$ cat config.mk
export PLATFORM = sky130hd
export DESIGN_NAME = fifo_rd_stage
export DESIGN_NICKNAME = d
export VERILOG_FILES = /design/src/rtl/fifo_rd_stage_pkg.sv /design/src/rtl/fifo_rd_stage_skid_buf_2e.sv /design/src/rtl/fifo_rd_stage.sv
export SDC_FILE = /design/constraint.sdc
export NUM_CORES = 1
export LEC_CHECK = 0
export ABC_AREA = 0
export CAP_MARGIN = 15
export CORE_ASPECT_RATIO = 0.6
export CORE_UTILIZATION = 46
export CTS_CLUSTER_SIZE = 16
export DETAILED_ROUTE_END_ITERATION = 8
export PLACE_DENSITY = 0.77
export SYNTH_ARGS = -nofsm -noshare
export SYNTH_HDL_FRONTEND = slang
export SYNTH_SLANG_ARGS = --single-unit
$ cat constraint.sdc
create_clock -name clk -period 2 [get_ports clk]
set_input_delay 0.2 -clock clk [delete_from_list [all_inputs] [get_ports clk]]
set_output_delay 0.2 -clock clk [all_outputs]
set_load 0.05 [all_outputs]
$ cat src/rtl/fifo_rd_stage_pkg.sv
// Shared types and helpers for the FIFO read-side drain stage.
package fifo_rd_stage_pkg;

  // Skid buffer depth and occupancy type (0..2 fits in two bits).
  localparam int unsigned SKID_DEPTH = 2;

  typedef logic [1:0] buf_cnt_t;

  // True while the skid buffer can still accept a popped word.
  function automatic logic skid_has_room(input buf_cnt_t cnt);
    return (cnt < 2'd2);
  endfunction

endpackage

$ cat src/rtl/fifo_rd_stage_skid_buf_2e.sv
// Two-entry registered skid buffer. Entry0 is the head presented downstream,
// entry1 is the skid slot. Occupancy and valid are registered.
module skid_buf_2e
  import fifo_rd_stage_pkg::*;
#(
  parameter int unsigned W = 32
) (
  input  logic         clk,
  input  logic         rst_n,
  input  logic         push_i,
  input  logic [W-1:0] push_data_i,
  input  logic         pop_i,
  output logic         valid_o,
  output logic [W-1:0] data_o,
  output buf_cnt_t     cnt_o
);

  logic [W-1:0] e0_q, e0_d;
  logic [W-1:0] e1_q, e1_d;
  buf_cnt_t     cnt_q, cnt_d;
  logic         valid_q, valid_d;

  // Next-state: shift on pop, then write the pushed word at the new tail.
  always_comb begin
    e0_d  = e0_q;
    e1_d  = e1_q;
    cnt_d = cnt_q;
    case (cnt_q)
      2'd0: begin
        if (push_i) begin
          e0_d  = push_data_i;
          cnt_d = 2'd1;
        end else begin
          cnt_d = 2'd0;
        end
      end
      2'd1: begin
        if (push_i && pop_i) begin
          e0_d = push_data_i;
        end else if (push_i) begin
          e1_d  = push_data_i;
          cnt_d = 2'd2;
        end else if (pop_i) begin
          cnt_d = 2'd0;
        end else begin
          cnt_d = 2'd1;
        end
      end
      2'd2: begin
        if (push_i && pop_i) begin
          e0_d = e1_q;
          e1_d = push_data_i;
        end else if (pop_i) begin
          e0_d  = e1_q;
          cnt_d = 2'd1;
        end else begin
          cnt_d = 2'd2;
        end
      end
      default: begin
        cnt_d = 2'd0;
      end
    endcase
    valid_d = (cnt_d != 2'd0);
  end

  // Buffer state registers; reset empties the buffer and parks the head at all-ones.
  always_ff @(posedge clk or negedge rst_n) begin
    if (!rst_n) begin
      e0_q    <= {W{1'b1}};
      e1_q    <= {W{1'b1}};
      cnt_q   <= 2'd0;
      valid_q <= 1'b0;
    end else begin
      e0_q    <= e0_d;
      e1_q    <= e1_d;
      cnt_q   <= cnt_d;
      valid_q <= valid_d;
    end
  end

  assign valid_o = valid_q;
  assign data_o  = e0_q;
  assign cnt_o   = cnt_q;

endmodule

$ cat src/rtl/fifo_rd_stage.sv
// Read-side drain stage: pops a fall-through FIFO, filters the all-ones
// "no element" sentinel, paces pops and buffers words in a 2-entry skid buffer.
module fifo_rd_stage
  import fifo_rd_stage_pkg::*;
#(
  parameter int unsigned FIFO_WIDTH     = 32,
  parameter int unsigned GAP_WIDTH      = 8,
  parameter int unsigned DROP_CNT_WIDTH = 16
) (
  input  logic                      clk,
  input  logic                      rst_n,
  input  logic                      enable,
  input  logic [GAP_WIDTH-1:0]      gap_cfg,
  input  logic                      data_avail,
  input  logic [FIFO_WIDTH-1:0]     r_data,
  output logic                      r_val,
  output logic                      out_val,
  output logic [FIFO_WIDTH-1:0]     out_data,
  input  logic                      out_rdy,
  output logic [1:0]                buf_cnt,
  output logic [DROP_CNT_WIDTH-1:0] drop_cnt
);

  // Upstream FIFO returns this word when it has no element.
  localparam logic [FIFO_WIDTH-1:0] ELEM_NONE = {FIFO_WIDTH{1'b1}};

  logic [GAP_WIDTH-1:0]      gap_q, gap_d;
  logic [DROP_CNT_WIDTH-1:0] drop_q, drop_d;
  buf_cnt_t                  cnt_s;
  logic                      valid_s;
  logic                      is_sentinel_s;
  logic                      push_s;
  logic                      xfer_s;

  // Pop only from registered state, never from out_rdy; held low in reset.
  assign r_val = rst_n & enable & data_avail &
                 (gap_q == {GAP_WIDTH{1'b0}}) & skid_has_room(cnt_s);

  assign is_sentinel_s = (r_data == ELEM_NONE);
  assign push_s        = r_val & ~is_sentinel_s;
  assign xfer_s        = valid_s & out_rdy;

  // Gap reload on every pop (sentinel included) and saturating drop count.
  always_comb begin
    gap_d  = gap_q;
    drop_d = drop_q;
    if (r_val) begin
      gap_d = gap_cfg;
    end else if (gap_q != {GAP_WIDTH{1'b0}}) begin
      gap_d = gap_q - GAP_WIDTH'(1);
    end else begin
      gap_d = gap_q;
    end
    if (r_val && is_sentinel_s && (drop_q != {DROP_CNT_WIDTH{1'b1}})) begin
      drop_d = drop_q + DROP_CNT_WIDTH'(1);
    end else begin
      drop_d = drop_q;
    end
  end

  // Pacing and drop counter registers.
  always_ff @(posedge clk or negedge rst_n) begin
    if (!rst_n) begin
      gap_q  <= {GAP_WIDTH{1'b0}};
      drop_q <= {DROP_CNT_WIDTH{1'b0}};
    end else begin
      gap_q  <= gap_d;
      drop_q <= drop_d;
    end
  end

  skid_buf_2e #(
    .W (FIFO_WIDTH)
  ) u_skid (
    .clk         (clk),
    .rst_n       (rst_n),
    .push_i      (push_s),
    .push_data_i (r_data),
    .pop_i       (xfer_s),
    .valid_o     (valid_s),
    .data_o      (out_data),
    .cnt_o       (cnt_s)
  );

  assign out_val  = valid_s;
  assign buf_cnt  = cnt_s;
  assign drop_cnt = drop_q;

endmodule

==> summary.md <==
The worst register-to-register path ends at drop_cnt[15]$_DFFE_PN0P_. The global routing stage identified its most utilized layer as met2. The share of synthesized area in the top cell type comes to 39.1%. Vertical die dimension: 76.9 µm. The run gives 54.8% as the sequential area share after synthesis. Cells with a size suffix above 1 make up 42.3% of the layout. The total of max-cap violations is 0.

Before antenna repair, the detailed router went through 4 iterations. Clock-pin slew was measured on the worst setup and hold paths at 60 ps. The critical path start-end classification was reg2reg. The slack of the critical path is -67.3 ps. The sequential standard cell area is 0.00237 mm². Yosys instantiated no cell more often than dfstp_2. Peak clock frequency supported by timing: 484 MHz. The worst hold path terminates at u_skid.data_o[9]$_DFFE_PN1P_.

The total die area came out at 0.00976 mm². Setup violations remaining at the end of the flow were counted as 26. In this run, placement finished with an instance count of 602. Input and output buffers added on the ports amount to 96. The clock drives 91 sinks. Using the TritonRoute via totals, the vias-per-cell ratio works out to 5.44.

The floorplan step defined a core boundary enclosing 0.00878 mm². The floorplan has 26 rows. Global routing used 35.8% of the available met2 tracks. Sequential cells account for 43.3% of the total power. Of the total synthesized cell area, the portion taken by full adders, half adders and majority gates is 0.872%. For the met1 track demand over resource, the log shows 33.1%. The worst setup slack after placement is -422 ps. In this run the mean area of a mapped cell was 11.9 µm². The run gives 9 as the total clock buffers created by CTS. In this run the horizontal extent of the chip is 127 µm. The run gives 6.98% as the met3 global-route usage.

For this design the static power due to leakage is 2.92 nW. Number of failing hold endpoints at the final stage: 0. For the total detailed-routing wirelength, the log shows 11,900 µm. The tools report the via count of the first global-routing pass as 3,424. Dominant combinational cell family by area after synthesis: multiplexers. Hold is met by 140 ps. In this run the most critical hold path is launched from r_data[9]. The worst setup path is launched from a register.

The worst clock skew is 6.20 ps. 97 I/O pins were placed. The worst min-delay path category was in2reg. In this run, synthesis inferred 0 flip-flops with an integrated enable. Counting instances, the worst hold path has a depth of 3.

In the routed design, unresolved DRC markers number 0. The critical register-to-register path startpoint is gap_q[1]$_DFFE_PN0P_. The final critical delay including setup and external delays is 2070 ps. The routability congestion estimate is 0.822.

TritonCTS built the clock tree. The run gives 0.00431 mm² as the post-synthesis instance area. The number of instances in the synthesized netlist was 362. For flop-to-flop paths, the worst setup slack is -70 ps. The run gives 203 as the starting DRC count in detailed routing. The clock passes through at most 2 buffers. The final reports fail on setup timing. Of all cell types, the one taking the most synthesized area is dfstp_2. Global routing used 23.6% of the available tracks across all layers. The logs give 2260 ps for the required time of the critical path and 0.00361 W for the internal power contribution. Clock network power share: 33.1%. Among all flip-flop cells after synthesis, the most frequent one is dfstp_2. The tools report the post-layout utilization of the core as 74.2%. By area the synthesized netlist is led by dfstp_2 (39%), dfrtp_1 (16%), mux2i_1 (7.7%), mux2_1 (6.3%), o21ai_0 (4.0%). The run gives 0 as the final number of max-transition violations. For the initial antenna violation count, the log shows 0. In this run the worst setup path begins at gap_q[1]$_DFFE_PN0P_. For this design the total switching power over the nets is 0.00155 W. For the pin with the worst max-slew slack, the measured transition is 921 ps. Of the total power, the share spent switching nets is 30.0%. Sorting the synthesized cells by how often they occur yields dfstp_2 (64), nand2_1 (42), o21ai_0 (34). The relative area change from synthesis to final layout works out to 51.4%. The peak supply drop was 0.000569 V; the mux share of post-synthesis cell area was 16.6%.

The overflow left after global routing was 0. Counting the fill cells in the layout gives 617. Dividing the final minimum period by the clock period gives 103%.

The flow ran to the end, but the final reports show violations. The initial utilization of the core area, before any placement, comes to 49.0%. The async set-reset flop share out of synthesis works out to 100%.

For this run, the number of standard cells in the final layout without fillers is 632. Detailed placement finished with a half-perimeter wire length of 7440 µm. STA classifies the critical path endpoint as a register. The count of nets after finishing is 563, and the power share of the combinational group is 23.6%. The H-tree generated during clock tree synthesis spans 3 levels. In this run the worst path has a maximum fanout of 7. The number of antenna diodes in the final layout is 0.

For this design the ratio of total power to cell area is 793 mW/mm². Entering global routing, the biggest net connects 73 pins. Complex-gate fraction of the synthesized area: 7.59%. Synthesis inferred 91 register bits.

Clock network latency to the later pin of the worst-skew pair: 340 ps. Yosys mapped the design onto 46 distinct sky130hd cell types. The routed via count is 3,437, and the area of the multi-input gates is 0.00213 mm². The wire length per cell works out to 18.8 µm. The synthesis warning total is 0.

Summing the areas of all and, or, nand and nor instances in the mapped netlist gives 14.3% of the synthesized area. The first global-routing pass estimated 17,800 µm of wire. The number of nets in the synthesized netlist is 410.

In this run the remaining antenna-violating nets after routing total 0. Summing the areas of all xor and xnor instances in the mapped netlist gives 3.46% of the synthesized area. Setup repair after global routing could not meet its margin everywhere.

For the data arrival time of the worst path, the log shows 2330 ps. The depth of the worst register-to-register path came out at 6. The relative max-transition margin was 38.6%.

The root buffer cell chosen for the clock tree is clkbuf_16.
## worst max path at each step
stage | end | slack, ps | depth (start not counted)
after floorplan | drop_cnt[1]$_DFFE_PN0P_ | -140 | 8
after global placement | drop_cnt[10]$_DFFE_PN0P_ | -350 | 7
after detailed placement | drop_cnt[10]$_DFFE_PN0P_ | -420 | 7
after CTS | drop_cnt[13]$_DFFE_PN0P_ | -70 | 7
after global routing | drop_cnt[15]$_DFFE_PN0P_ | -150 | 6
final | drop_cnt[15]$_DFFE_PN0P_ | -70 | 6
## cells by family (layout without fill, tap and decap cells)
logic type / Yosys count / in the layout
compound gates: 56 / 56
fa+ha+maj: 3 / 3
mux: 67 / 67
simple gates: 107 / 107
xor+xnor: 17 / 17
flops: 91 / 91
buf+inv: 21 / 179
## cells in the final DEF, fill, tap and decap left out, types with 3 or more instances in the layout
cell type and instances:
a21oi_1 9, dfrtp_2 9, xnor2_1 5, o21ai_2 3, xor2_1 12, dlymetal6s2s_1 5, buf_6 4, nor4_4 3
buf_12 4, dfstp_2 64, nand4_1 12, nor3_1 3, nand3_1 7, buf_4 51, nand2_1 42, inv_1 3
nor3_2 3, o21ai_0 20, mux2_4 33, dfrtp_1 18, clkdlybuf4s50_1 83, o21ai_1 14, nand2b_1 3, mux2i_1 33
nor2_1 8, nor4_2 4, clkbuf_16 13, dlygate4sd2_1 4, nor3_4 5
## through the flow
stage          cell area (µm²)  power [W]  setup TNS, ps
2_1_floorplan             4370    0.00283          -3300
3_3_place_gp              5770    0.00335         -19700
3_5_place_dp              5770    0.00340         -23110
4_1_cts                   6160    0.00515           -839
5_1_grt                   6520    0.00537          -3660
6_report                  6520    0.00517           -709
## timing repair
action | in CTS | in global routing
pin swaps | 5 | 7
buffers inserted | 3 | 5
hold buffers | 1 | 0
setup endpoints to repair | 47 | 76
gates cloned | 0 | 6
hold endpoints to repair | 9 | 0
gates resized for setup | 19 | 70
## state kept, by name, indices dropped and copies added, names as in the netlist
register	count
u_skid.e1_q	32
drop_cnt	16
u_skid.cnt_o	2
u_skid.data_o	32
gap_q	8
u_skid.valid_o	1
## worst max-delay path, cell delays in order, from the launching register on
cell	delay, ps
dfrtp_1	390
inv_2	90
ha_4	130
or4b_4	460
or4_4	550
nor3_4	210
xor2_1	160
## final cells by class
| type | count | area share [%] |
|---|---|---|
| multi-input combinational | 250 | 32.6 |
| clock buffer | 12 | 3.78 |
| inverter | 6 | 0.403 |
| timing repair buffer | 157 | 24.0 |
| clock inverter | 4 | 0.730 |
| sequential | 91 | 36.3 |
| tap | 112 | 2.15 |
## routing by layer
layer | part of all wire, % | vias up
met1 | 48 | 1725
met3 | 5.7 | 8
met2 | 46 | 92
li1 | - | 1612
met5 | 0 | -
met4 | 0.66 | 0
## power by group through the flow
stage                     combinational, W  clock [W]  sequential [W]
final                              0.00122    0.00171         0.00224
after global routing               0.00130    0.00182         0.00226
after CTS                          0.00118    0.00174         0.00223
after detailed placement           0.00115          0         0.00225
after global placement             0.00112          0         0.00223
after floorplan                   0.000295          0         0.00254
Power figures use the tool's default switching activity.
